**src/rtl/writeback_arbiter_pkg.sv**
```systemverilog
// Shared types for the register-file writeback path.
package writeback_arbiter_pkg;

  typedef logic [31:0] word_t;
  typedef logic [4:0]  register_index_t;

  typedef struct packed {
    register_index_t rd;
    word_t           data;
  } writeback_request_t;

  localparam int unsigned NUM_REGS = 32;

endpackage

```
**src/rtl/writeback_arbiter_if.sv**
```systemverilog
// Writeback arbiter bus: pipeline result, late-result offer, long-latency issue
// and the register-file write port. The master side (pipeline / late unit / decode)
// drives requests; the slave side (the arbiter) answers and owns the RF port.
interface writeback_arbiter_if;
  import writeback_arbiter_pkg::*;

  logic            wb_valid;
  register_index_t wb_rd;
  word_t           wb_data;
  logic            pipeline_stall;

  logic            late_valid;
  logic            late_ready;
  register_index_t late_rd;
  word_t           late_data;

  logic            issue_valid;
  register_index_t issue_rd;
  logic [31:0]     pending_mask;

  logic            rf_write_enable;
  register_index_t rf_write_address;
  word_t           rf_write_data;

  modport master (
    output wb_valid, wb_rd, wb_data,
    input  pipeline_stall,
    output late_valid, late_rd, late_data,
    input  late_ready,
    output issue_valid, issue_rd,
    input  pending_mask,
    input  rf_write_enable, rf_write_address, rf_write_data
  );

  modport slave (
    input  wb_valid, wb_rd, wb_data,
    output pipeline_stall,
    input  late_valid, late_rd, late_data,
    output late_ready,
    input  issue_valid, issue_rd,
    output pending_mask,
    output rf_write_enable, rf_write_address, rf_write_data
  );
endinterface

```
**src/rtl/writeback_arbiter_fifo.sv**
```systemverilog
// Small synchronous FIFO holding late writeback requests. Full/empty come from
// registered occupancy only, so a same-cycle pop never frees a slot early.
module writeback_fifo
  import writeback_arbiter_pkg::*;
#(
  parameter int DEPTH = 2
) (
  input  logic               i_clk,
  input  logic               i_reset,
  input  logic               i_push,
  input  writeback_request_t i_push_data,
  input  logic               i_pop,
  output logic               o_full,
  output logic               o_empty,
  output writeback_request_t o_head
);

  localparam int PTR_W = (DEPTH > 1) ? $clog2(DEPTH) : 1;
  localparam int CNT_W = $clog2(DEPTH + 1);

  writeback_request_t r_mem [DEPTH];
  logic [PTR_W-1:0]   r_wr_ptr;
  logic [PTR_W-1:0]   r_rd_ptr;
  logic [CNT_W-1:0]   r_count;

  assign o_full  = (r_count == CNT_W'(DEPTH));
  assign o_empty = (r_count == '0);
  assign o_head  = r_mem[r_rd_ptr];

  // Pointer and occupancy bookkeeping; push and pop together leave count unchanged.
  always_ff @(posedge i_clk) begin
    if (i_reset) begin
      r_wr_ptr <= '0;
      r_rd_ptr <= '0;
      r_count  <= '0;
    end else begin
      if (i_push) begin
        r_wr_ptr <= (r_wr_ptr == PTR_W'(DEPTH - 1)) ? '0 : r_wr_ptr + PTR_W'(1);
      end
      if (i_pop) begin
        r_rd_ptr <= (r_rd_ptr == PTR_W'(DEPTH - 1)) ? '0 : r_rd_ptr + PTR_W'(1);
      end
      if (i_push && !i_pop) begin
        r_count <= r_count + CNT_W'(1);
      end else if (i_pop && !i_push) begin
        r_count <= r_count - CNT_W'(1);
      end
    end
  end

  // Storage array; contents need no reset because occupancy gates visibility.
  always_ff @(posedge i_clk) begin
    if (i_push) begin
      r_mem[r_wr_ptr] <= i_push_data;
    end
  end

endmodule

```
**src/rtl/writeback_arbiter.sv**
```systemverilog
// Owns the single register-file write port. Pipeline results normally win;
// buffered late results take idle cycles, and a starvation counter forces the
// FIFO head through (stalling the pipeline) once it has lost MAX_WAIT times.
// Also tracks destinations owed by long-latency ops for decode hazard checks.
module writeback_arbiter
  import writeback_arbiter_pkg::*;
#(
  parameter int FIFO_DEPTH = 2,
  parameter int MAX_WAIT   = 4
) (
  input logic                i_clk,
  input logic                i_reset,
  writeback_arbiter_if.slave if_wb
);

  localparam int STARVE_W = $clog2(MAX_WAIT + 1);

  logic                 w_full;
  logic                 w_empty;
  writeback_request_t   w_head;
  writeback_request_t   w_push_data;
  logic                 w_push;
  logic                 w_pop;
  logic                 w_force;
  logic                 w_sel_pipe;
  writeback_request_t   w_sel_req;
  logic                 w_sel_valid;
  logic [31:0]          w_set_mask;
  logic [31:0]          w_clr_mask;

  logic [STARVE_W-1:0]  r_starve;
  logic [31:0]          r_pending;
  logic                 r_rf_we;
  register_index_t      r_rf_addr;
  word_t                r_rf_data;

  assign w_push_data = '{rd: if_wb.late_rd, data: if_wb.late_data};
  assign w_push      = if_wb.late_valid && !w_full;

  writeback_fifo #(.DEPTH(FIFO_DEPTH)) u_fifo (
    .i_clk       (i_clk),
    .i_reset     (i_reset),
    .i_push      (w_push),
    .i_push_data (w_push_data),
    .i_pop       (w_pop),
    .o_full      (w_full),
    .o_empty     (w_empty),
    .o_head      (w_head)
  );

  // Port selection: forced FIFO head, else pipeline, else FIFO head on an idle cycle.
  always_comb begin
    w_force     = !w_empty && (r_starve >= STARVE_W'(MAX_WAIT));
    w_pop       = 1'b0;
    w_sel_pipe  = 1'b0;
    w_sel_valid = 1'b0;
    w_sel_req   = '{rd: if_wb.wb_rd, data: if_wb.wb_data};
    if (w_force || (!if_wb.wb_valid && !w_empty)) begin
      w_pop       = 1'b1;
      w_sel_valid = 1'b1;
      w_sel_req   = w_head;
    end else if (if_wb.wb_valid) begin
      w_sel_pipe  = 1'b1;
      w_sel_valid = 1'b1;
    end
  end

  // Scoreboard update terms; a same-cycle issue to the popped rd keeps the bit set.
  always_comb begin
    w_set_mask = '0;
    w_clr_mask = '0;
    if (if_wb.issue_valid && (if_wb.issue_rd != '0)) begin
      w_set_mask = 32'(1) << if_wb.issue_rd;
    end
    if (w_pop) begin
      w_clr_mask = 32'(1) << w_head.rd;
    end
  end

  assign if_wb.late_ready     = !w_full;
  assign if_wb.pipeline_stall = w_force && if_wb.wb_valid;
  assign if_wb.pending_mask   = r_pending;

  // Starvation counter: counts cycles a waiting head loses, saturating at MAX_WAIT.
  always_ff @(posedge i_clk) begin
    if (i_reset) begin
      r_starve <= '0;
    end else if (w_empty || w_pop) begin
      r_starve <= '0;
    end else if (r_starve < STARVE_W'(MAX_WAIT)) begin
      r_starve <= r_starve + STARVE_W'(1);
    end
  end

  // Pending-destination scoreboard; x0 is never owed.
  always_ff @(posedge i_clk) begin
    if (i_reset) begin
      r_pending <= '0;
    end else begin
      r_pending <= ((r_pending & ~w_clr_mask) | w_set_mask) & ~32'(1);
    end
  end

  // Registered RF port; x0 writes are dropped and address/data hold otherwise.
  always_ff @(posedge i_clk) begin
    if (i_reset) begin
      r_rf_we   <= 1'b0;
      r_rf_addr <= '0;
      r_rf_data <= '0;
    end else begin
      r_rf_we <= w_sel_valid && (w_sel_req.rd != '0);
      if (w_sel_valid && (w_sel_req.rd != '0)) begin
        r_rf_addr <= w_sel_req.rd;
        r_rf_data <= w_sel_req.data;
      end
    end
  end

  assign if_wb.rf_write_enable  = r_rf_we;
  assign if_wb.rf_write_address = r_rf_addr;
  assign if_wb.rf_write_data    = r_rf_data;

  logic w_unused;
  assign w_unused = w_sel_pipe;

endmodule

```
**src/flat_wrapper.sv**
```systemverilog
// flat-port wrapper written by rule: the top's interface ports become plain ports
module writeback_arbiter_flat import writeback_arbiter_pkg::*;
#(
  parameter int FIFO_DEPTH = 2,
  parameter int MAX_WAIT   = 4
)
  (i_clk, i_reset, if_wb_wb_valid, if_wb_wb_rd, if_wb_wb_data, if_wb_pipeline_stall, if_wb_late_valid, if_wb_late_rd, if_wb_late_data, if_wb_late_ready, if_wb_issue_valid, if_wb_issue_rd, if_wb_pending_mask, if_wb_rf_write_enable, if_wb_rf_write_address, if_wb_rf_write_data);
  writeback_arbiter_if if_wb_i ();
  input logic i_clk;
  input logic i_reset;
  input wire logic [$bits(if_wb_i.wb_valid)-1:0] if_wb_wb_valid;
  input wire logic [$bits(if_wb_i.wb_rd)-1:0] if_wb_wb_rd;
  input wire logic [$bits(if_wb_i.wb_data)-1:0] if_wb_wb_data;
  output wire logic [$bits(if_wb_i.pipeline_stall)-1:0] if_wb_pipeline_stall;
  input wire logic [$bits(if_wb_i.late_valid)-1:0] if_wb_late_valid;
  input wire logic [$bits(if_wb_i.late_rd)-1:0] if_wb_late_rd;
  input wire logic [$bits(if_wb_i.late_data)-1:0] if_wb_late_data;
  output wire logic [$bits(if_wb_i.late_ready)-1:0] if_wb_late_ready;
  input wire logic [$bits(if_wb_i.issue_valid)-1:0] if_wb_issue_valid;
  input wire logic [$bits(if_wb_i.issue_rd)-1:0] if_wb_issue_rd;
  output wire logic [$bits(if_wb_i.pending_mask)-1:0] if_wb_pending_mask;
  output wire logic [$bits(if_wb_i.rf_write_enable)-1:0] if_wb_rf_write_enable;
  output wire logic [$bits(if_wb_i.rf_write_address)-1:0] if_wb_rf_write_address;
  output wire logic [$bits(if_wb_i.rf_write_data)-1:0] if_wb_rf_write_data;
  assign if_wb_i.wb_valid = if_wb_wb_valid;
  assign if_wb_i.wb_rd = if_wb_wb_rd;
  assign if_wb_i.wb_data = if_wb_wb_data;
  assign if_wb_pipeline_stall = if_wb_i.pipeline_stall;
  assign if_wb_i.late_valid = if_wb_late_valid;
  assign if_wb_i.late_rd = if_wb_late_rd;
  assign if_wb_i.late_data = if_wb_late_data;
  assign if_wb_late_ready = if_wb_i.late_ready;
  assign if_wb_i.issue_valid = if_wb_issue_valid;
  assign if_wb_i.issue_rd = if_wb_issue_rd;
  assign if_wb_pending_mask = if_wb_i.pending_mask;
  assign if_wb_rf_write_enable = if_wb_i.rf_write_enable;
  assign if_wb_rf_write_address = if_wb_i.rf_write_address;
  assign if_wb_rf_write_data = if_wb_i.rf_write_data;
  writeback_arbiter #(.FIFO_DEPTH(FIFO_DEPTH), .MAX_WAIT(MAX_WAIT)) u_core (.i_clk(i_clk), .i_reset(i_reset), .if_wb(if_wb_i));
endmodule
```
**config.mk**
```make
export PLATFORM = sky130hd
export DESIGN_NAME = writeback_arbiter_flat
export DESIGN_NICKNAME = d
export VERILOG_FILES = /design/src/rtl/writeback_arbiter_pkg.sv /design/src/rtl/writeback_arbiter_if.sv /design/src/rtl/writeback_arbiter_fifo.sv /design/src/rtl/writeback_arbiter.sv /design/src/flat_wrapper.sv
export SDC_FILE = /design/constraint.sdc
export NUM_CORES = 1
export LEC_CHECK = 0
export BUFFER_PORTS_ARGS = -buffer_cell sky130_fd_sc_hd__buf_4
export CAP_MARGIN = 20
export CORE_MARGIN = 8
export CORE_UTILIZATION = 45
export DETAILED_ROUTE_END_ITERATION = 7
export GPL_TIMING_DRIVEN = 0
export MAX_ROUTING_LAYER = met4
export PLACE_DENSITY_LB_ADDON = 0.12
export SLEW_MARGIN = 10
export SYNTH_ARGS = -nofsm -noshare
export SYNTH_HDL_FRONTEND = slang
export SYNTH_HIERARCHICAL = 1
export SYNTH_SLANG_ARGS = --single-unit
```
**constraint.sdc**
```tcl
create_clock -name i_clk -period 3.1 [get_ports i_clk]
set_input_delay 0.465 -clock i_clk [delete_from_list [all_inputs] [get_ports i_clk]]
set_output_delay 0.465 -clock i_clk [all_outputs]
set_load 0.05 [all_outputs]
```
Word level (Yosys, flattened, before mapping)
Memory sizes are Yosys's and may differ from the RTL's. A register that Yosys moved wholly into a read port is not among the register bits.
Index checks and enable logic that the tools add are counted.

cells by class
  add/sub/neg operators = 5
  order comparisons = 2
  eq/ne operators = 1
  shifts and indexed selects = 2
  muxes and demuxes = 14
  bitwise operators = 3
  reductions and logical operators = 20

operators with widths
  kind                                                                 count
  32-bit 2-to-1 mux                                                    2
  1-bit by 5-bit left shift with 32-bit output (first input constant)  2
  37-bit 2-to-1 mux                                                    1
  32-bit AND                                                           1
  32-bit NOT                                                           1
  32-bit OR                                                            1
  5-bit nonzero test                                                   2
  1-bit 2-to-1 mux                                                     9
  1-bit logical AND                                                    8
  1-bit zero test                                                      5
  2-bit 2-to-1 mux                                                     2
  3-bit by 1-bit adder with 3-bit output (second input constant)       1
  3-bit >= comparator (second input constant)                          1
  3-bit less-than comparator (second input constant)                   1
  1-bit adder (second input constant)                                  2
  2-bit by 1-bit adder with 2-bit output (second input constant)       1
  2-bit == test (second input constant)                                1
  2-bit zero test                                                      1
  1-bit logical OR                                                     2
  2-bit nonzero test                                                   1
  2-bit OR reduction                                                   1
  2-bit by 1-bit subtractor with 2-bit output (second input constant)  1

storage, ports and cells
  bits in registers = 77
  memory bits (writable) = 74
  input port bits = 84
  memories = 1

memories
  name                 depth  bits a word  read ports  clocked after Yosys merged registers in  wr ports  RTL line                      source
  u_core.u_fifo.r_mem  2      37           1           1                                        1         writeback_arbiter_fifo.sv:21  writeback_request_t r_mem [DEPTH];

Depth between registers and ports, before layout
Gate-level depths: netlist of run 1.

  depth in word-level cells = 9
  gate-level depth with buffers = 9

Modules after synthesis
Netlist of run 1, hierarchy kept.

by module, submodules not included
  module             times used  cells each  area each (um^2)  sequential area each (um^2)
  writeback_arbiter  1           428         3,707.3           1,441.4
  writeback_fifo     1           137         2,885.3           2,322.2

Least setup slack after synthesis of run 1
No wires, ideal clock.

  path type = register to register
  start = reg u_core.u_fifo.r_count[0]
  end = mem u_core/u_fifo/r_mem[0][0] (netlist bit) (enable)
  library setup time = 0.436 ns
  arrival time = 2.531 ns
  slack = 0.133 ns
  cell stages (with the launch flop) = 4
  path buffers = 0
  clock period less this slack = 2.967 ns
  path through = dfxtp_1 -> and2b_2 -> nor2b_1 -> nor2b_1

between the ends
  cells in the longest elaborated chain, start to end = 5

ends and longest elaborated chain
  item                                    RTL line                      source
  from (decl)                             writeback_arbiter_fifo.sv:24  logic [CNT_W-1:0] r_count;
  from (signal assigned)                  writeback_arbiter_fifo.sv:44  r_count <= r_count + CNT_W'(1);
  from (signal assigned)                  writeback_arbiter_fifo.sv:46  r_count <= r_count - CNT_W'(1);
  2-bit == test                           writeback_arbiter_fifo.sv:26  assign o_full = (r_count == CNT_W'(DEPTH));
  named net u_core.w_full                 writeback_arbiter.sv:18       logic w_full;
  1-bit zero test                         writeback_arbiter.sv:38       assign w_push = if_wb.late_valid && !w_full;
  1-bit logical AND                       writeback_arbiter.sv:38
  named net u_core.w_push                 writeback_arbiter.sv:22       logic w_push;
  1-bit 2-to-1 mux                        writeback_arbiter_fifo.sv:53  if (i_push) begin
  1-bit 2-to-1 mux (implied by the code)  writeback_arbiter_fifo.sv:54  r_mem[r_wr_ptr] <= i_push_data;
  to (decl)                               writeback_arbiter_fifo.sv:21

The timed path passes the listed nets, and every way through them passes these cells.

==> run summary, run 1 <==
Residual DRC = 0
First-pass GRT wire length = 28000 um
Routability cong. = 0.815
Cts hold-fix bufs = 0
Most used DFF post-synth = dfxtp_1
Post-synth EDFFs = 74
DRT iter0 DRCs = 244
Cell area after synthesis = 6590 um2
Routed vias = 5097
Fin area = 8640 um2
Hold_ws = 0.234 ns
Critical path fanouts, max = 10
HPWL after detailed placement = 13600 um
Asr flop ratio synth = 0%
Post-synthesis register bit count = 151
Worst slew margin = 46.9%
Register area share after synthesis = 57.1%
Net Sw Power = 0.00247 W
CP Class = flip-flop to flip-flop
Die area = 18800 um2
Cell mode on critical path = buf_6
Post-CTS Setup Inserts = 0
Worst path slowest cell = or2_2
CTS-repair resized insts = 0
Vias/cell = 5.45
Max Cap Violations = 0
Post-Synthesis Cells = 565
Net count reported at finish = 825
Placed Instance Area = 8040 um2
Max Freq = 349 MHz
Post-DR wirelength/cell = 19.3 um
Rows = 44
Main area contributors after synthesis = edfxtp_1 (34%), dfxtp_1 (23%), mux2_2 (7.5%), o21ai_0 (3.9%), nor2b_1 (3.5%)
Io pins = 156
Measured slew at the worst slew-check pin = 0.788 ns
Period utilization = 92.5%
First drt pass iteration count = 6
Endpoints failing setup = 0
Peak VDD IR = 0.000463 V
Crit path time final = 2.87 ns
Worst-Skew Late Latency = 0.41 ns
Clock tree skew after final layout = 0.00816 ns
Initial Util = 45.7%
GRT Util Overall = 20.1%
Crit path largest cell delay = 0.40 ns
Clock buffer depth = 2
Pint = 0.00464 W
Clk network pwr share = 29.2%
Lkg Pwr = 3.37 nW
Synthesized area per cell = 11.7 um2
H-tree depth = 4
Register share of total power = 36.0%
GRT overflow = 0
Die W = 137 um
RSZ-0062 raised after global routing = no
Crit path required time = 3.40 ns
Buf/Inv on CP = 4
P&R area growth vs syn = 31.0%
Leading area contributor after synthesis = edfxtp_1
Hold crit path type = input port to flip-flop
Port Buffers = 153
Fin. Hold Viols = 0
Status = finished clean
# diodes = 0
Yosys cell types = 49
CTS buffer count = 17
Clock Root Buffer = clkbuf_16
Max-slew violations = 0
Yosys top cell area share = 33.7%
Delay-heaviest family, CP = buffers and inverters
Largest net degree at the start of global routing = 22
CTS tree = yes
Gate power share = 34.9%
Final Non-Filler Cells = 936
Antenna Nets Post-Route = 0
Placed Cells incl. Taps = 904
Antenna violations before repair = 0
Syn. warnings = 6
Cell breakdown of the critical path = clkbuf_4 > buf_6 > mux2_2 > or2_2 > nor4_4 > a221o_1 > buf_6 > buf_6 > mux2_1
Crit. End Element = flip-flop
Share of post-route cells with drive strength above 1 = 35.5%
Mapped Nets = 651
Switching Fraction = 34.7%
Vias in the first global route = 5476
Setup TNS = 0 ns
Core area = 14400 um2
Power Dens Cells = 823 nW/um2
Clk slew on worst S/H paths = 0.06 ns
Clock sinks = 151
Die Y = 137 um
CP startpoint kind = flip-flop
Worst EP arrival = 3.17 ns
Total routed wirelength = 18100 um
## cell type report
type	count	area, um2
fill	1191	5790
sequential	151	3760
multi-input combinational	361	2570
timing repair buffer	155	1200
clock buffer	20	447
tap	184	230
buffer	41	224
clock inverter	12	153
inverter	12	45.0
## per-stage QoR
stage	power (W)	utilization (%)	worst slack (ns)
6_report	0.00711	59.9	0.232
5_1_grt	0.00743	59.9	0.0744
4_1_cts	0.00716	59.9	0.132
3_5_place_dp	0.00509	55.7	0.132
3_3_place_gp	0.00500	55.3	-1.02
2_1_floorplan	0.00430	-	0.133
## worst reg2reg max path, stage by stage (launching register included)
cell      delay, ns
dfxtp_1        0.30
clkbuf_4       0.25
buf_6          0.22
mux2_2         0.39
or2_2          0.40
nor4_4         0.30
a221o_1        0.22
buf_6          0.16
buf_6          0.18
mux2_1         0.34
## cells by family (layout without fill, tap and decap cells)
family          Yosys count  in the layout  share of synthesized area [%]
compound gates          132            132                           12.7
xor+xnor                  4              4                          0.532
fa+ha+maj                 2              2                          0.380
buf+inv                  53            240                           4.04
flops                   151            151                           57.1
mux                      71             71                           12.7
other cells               1              1                         0.0569
simple gates            151            151                           12.5
## cells in the final DEF (no fill, tap or decap), types with 20 or more instances in the layout
| cell | instances |
|---|---|
| dfxtp_1 | 77 |
| nand3_1 | 39 |
| nor2b_1 | 36 |
| a21oi_1 | 37 |
| mux2_2 | 44 |
| clkbuf_1 | 29 |
| o21ai_0 | 51 |
| nor2_1 | 20 |
| nand2_1 | 20 |
| edfxtp_1 | 74 |
| buf_4 | 154 |
## synth_stat cells (10+ instances only)
cell type / count
mux2_4: 10
a21oi_1: 37
mux2_1: 17
o211ai_1: 18
nand2_1: 20
inv_1: 11
nor2_1: 20
clkbuf_1: 27
a32o_1: 10
edfxtp_1: 74
dfxtp_1: 77
nand3_1: 39
nor2b_1: 37
mux2_2: 44
o21ai_0: 51
## power groups by stage
stage                     Combinational (W)  Clock (W)  Sequential, W
after detailed placement            0.00249          0        0.00260
after floorplan                     0.00124          0        0.00305
after CTS                           0.00250    0.00211        0.00256
after global routing                0.00264    0.00219        0.00259
after global placement              0.00241          0        0.00259
final                               0.00248    0.00207        0.00256
## routing by layer
| metal | global-route usage [%] | vias to the layer above | part of all wire, % |
|---|---|---|---|
| li1 | - | 2429 | - |
| met1 | 22.4 | 2458 | 41 |
| met2 | 34.1 | 187 | 50 |
| met3 | 5.91 | 23 | 7.7 |
| met4 | 6.10 | 0 | 1.3 |
| met5 | - | - | 0 |
## sequential cells by signal, indices dropped and copies added, names as in the netlist, named ones only
signal                         flops
u_core/r_starve                    3
u_core/if_wb.pending_mask         31
u_core/if_wb.rf_write_data        32
u_core/if_wb.rf_write_address      5
u_core/u_fifo/r_wr_ptr             1
u_core/u_fifo/r_rd_ptr             1
u_core/u_fifo/r_count              2
u_core/u_fifo/r_mem               74
u_core/if_wb.rf_write_enable       1
## path summary, 6_finish.rpt
check,from,end,slack [ns],depth (start not counted)
worst max-delay path,flip-flop,u_core/if_wb.rf_write_data[22]$_SDFFE_PP0P_,0.23,9
worst min-delay path,if_wb_late_data[14],u_core/u_fifo/r_mem[1][14]$_DFFE_PP_,0.23,1
worst max register to register,flip-flop,u_core/if_wb.rf_write_data[22]$_SDFFE_PP0P_,0.23,9
worst min register to register,u_core/r_starve[0]$_SDFFE_PP0N_,u_core/r_starve[0]$_SDFFE_PP0N_,0.43,1
Power figures use the tool's default switching activity.
==> run 2, diff against run 1 <==
--- a/config.mk
+++ b/config.mk
@@ -7,7 +7,7 @@
 export LEC_CHECK = 0
 export BUFFER_PORTS_ARGS = -buffer_cell sky130_fd_sc_hd__buf_4
 export CAP_MARGIN = 20
-export CORE_MARGIN = 8
+export CORE_MARGIN = 1.5
 export CORE_UTILIZATION = 45
 export DETAILED_ROUTE_END_ITERATION = 7
 export GPL_TIMING_DRIVEN = 0
==> run summary, run 2 (synthesis gave the netlist of run 1 again) <==
Status = finished clean
GRT overflow = 0 (unchanged)
Endpoints failing setup = 0 (unchanged)
Die Y = 124 um (-9.5%)
Initial Util = 45.7% (unchanged)
Final Non-Filler Cells = 936 (unchanged)
Critical path fanouts, max = 10 (unchanged)
DP Worst Slack = 0.200 ns (+0.0688 ns)
Max Freq = 345 MHz (-1.1%)
Max Cap Violations = 0 (unchanged)
Largest net degree at the start of global routing = 33 (+50%)
CP startpoint kind = flip-flop
Vias in the first global route = 5091 (-7.0%)
First-pass GRT wire length = 26000 um (-7.1%)
Worst EP arrival = 3.21 ns (+0.04 ns)
Worst slew margin = 50.4% (+3.5 points)
First drt pass iteration count = 4 (-2)
Peak VDD IR = 0.000466 V (+0.65%)
Core area = 14400 um2 (unchanged)
Lkg Pwr = 3.35 nW (-0.49%)
CTS-repair resized insts = 0 (unchanged)
Rows = 44 (unchanged)
Cts hold-fix bufs = 0 (unchanged)
Io pins = 156 (unchanged)
Clock buffer depth = 2 (unchanged)
Antenna violations before repair = 0 (unchanged)
Vias/cell = 5.41 (-0.67%)
Crit. End Element = flip-flop
RSZ-0062 raised after global routing = no
Die W = 124 um (-9.5%)
Post-CTS Setup Inserts = 0 (unchanged)
Net count reported at finish = 825 (unchanged)
Crit path time final = 2.90 ns (+0.0309 ns)
Port Buffers = 153 (unchanged)
Die area = 15400 um2 (-18%)
# diodes = 0 (unchanged)
Clock sinks = 151 (unchanged)
Power, Total = 0.00694 W (-2.5%)
Placed Cells incl. Taps = 904 (unchanged)
Max-slew violations = 0 (unchanged)
Commonest non-fill, non-tap cells in the layout = buf_4 (154), dfxtp_1 (77), edfxtp_1 (74), o21ai_0 (51), mux2_2 (44)
Routability cong. = 0.850 (+4.2%)
Power Dens Cells = 809 nW/um2 (-1.7%)
Worst-Skew Late Latency = 0.43 ns (+0.02 ns)
Crit path required time = 3.41 ns (about the same)
GRT Util Overall = 23.6% (+3.5 points)
Leading cell type in the layout, fill and taps excluded = buf_4
Fin. Hold Viols = 0 (unchanged)
DRT iter0 DRCs = 402 (+65%)
H-tree depth = 4 (unchanged)
P&R area growth vs syn = 30.0%
Reg with most FFs = u_core/u_fifo/r_mem
Clk slew on worst S/H paths = 0.06 ns (about the same)
CP Class = flip-flop to flip-flop
Clock tree skew after final layout = 0.0123 ns (+0.00418 ns)
CTS buffer count = 17 (unchanged)
Routed vias = 5063 (-0.67%)
Residual DRC = 0 (unchanged)
Total routed wirelength = 17100 um (-5.7%)
Antenna Nets Post-Route = 0 (unchanged)
Max reg flops = 74 (unchanged)
Period utilization = 93.5% (+1.0 points)
CTS tree = yes
Clock Root Buffer = clkbuf_16
Measured slew at the worst slew-check pin = 0.737 ns (-0.0517 ns)
Hold crit path type = input port to flip-flop
Worst Slack Setup Final = 0.201 ns (-0.0309 ns)
HPWL after detailed placement = 12300 um (-9.6%)
Share of post-route cells with drive strength above 1 = 35.4% (-0.13 points)
Post-DR wirelength/cell = 18.2 um (-5.7%)
-- run 2: changes by cell type in the layout (fill, tap and decap cells not counted) --
cell | before | now
clkbuf_4 | 1 | 0
bufinv_16 | 3 | 0
clkbuf_8 | 1 | 3
clkinv_1 | 1 | 0
clkinv_2 | 2 | 3
buf_16 | 2 | 0
buf_12 | 0 | 2
clkinvlp_4 | 3 | 1
buf_2 | 2 | 3
clkinv_4 | 3 | 0
clkbuf_16 | 17 | 18
inv_4 | 0 | 3
clkbuf_1 | 29 | 31
-- run 2: per-layer routing --
layer,vias to the layer above,global-route usage (%),part of all wire (%)
met5,-,-,0
met4,0,9.16,2.2
met3,31,5.36,5.8
met2,160,38.5,49
met1,2447,28.5,43
li1,2425,-,-
-- run 2: cell type report --
cell class / instances / area, um2
Clock inverter: 7 / 41.3
Sequential cell: 151 / 3760
Tap cell: 184 / 230
Buffer: 41 / 221
Multi-Input combinational cell: 361 / 2570
Clock buffer: 25 / 507
Inverter: 12 / 45.0
Timing Repair Buffer: 155 / 1190
Fill cell: 1254 / 5860
-- run 2: final timing paths --
path	from	endpoint	slack [ns]	depth (start not counted)
max	flip-flop	u_core/if_wb.rf_write_data[25]$_SDFFE_PP0P_	0.20	9
min	if_wb_late_data[19]	u_core/u_fifo/r_mem[0][19]$_DFFE_PP_	0.22	1
max reg2reg	flip-flop	u_core/if_wb.rf_write_data[25]$_SDFFE_PP0P_	0.20	9
min reg2reg	u_core/r_starve[0]$_SDFFE_PP0N_	u_core/r_starve[0]$_SDFFE_PP0N_	0.44	1
-- run 2: critical path: stages, from the launching register on --
cell and delay, ns:
dfxtp_1 0.30, buf_2 0.29, buf_6 0.22, mux2_2 0.39, or2_2 0.39, nor4_4 0.28, a221o_1 0.22, buf_6 0.16
buf_6 0.18, mux2_1 0.33
-- run 2: power by group --
| part | switching (W) | total [W] | internal (W) |
|---|---|---|---|
| Combinational | 0.00156 | 0.00247 | 0.000914 |
| Clock | 0.000776 | 0.00191 | 0.00113 |
| Sequential | 0.000121 | 0.00256 | 0.00243 |
-- run 2: stage by stage --
step | utilization, % | cell area, um2 | hold slack [ns] | TNS, ns
2_1_floorplan | - | 6590 | 0.405 | 0
3_3_place_gp | 55.3 | 7970 | 0.413 | -34.98
3_5_place_dp | 55.6 | 8020 | 0.424 | 0
4_1_cts | 59.4 | 8570 | 0.205 | 0
5_1_grt | 59.4 | 8570 | 0.207 | 0
6_report | 59.4 | 8570 | 0.218 | 0
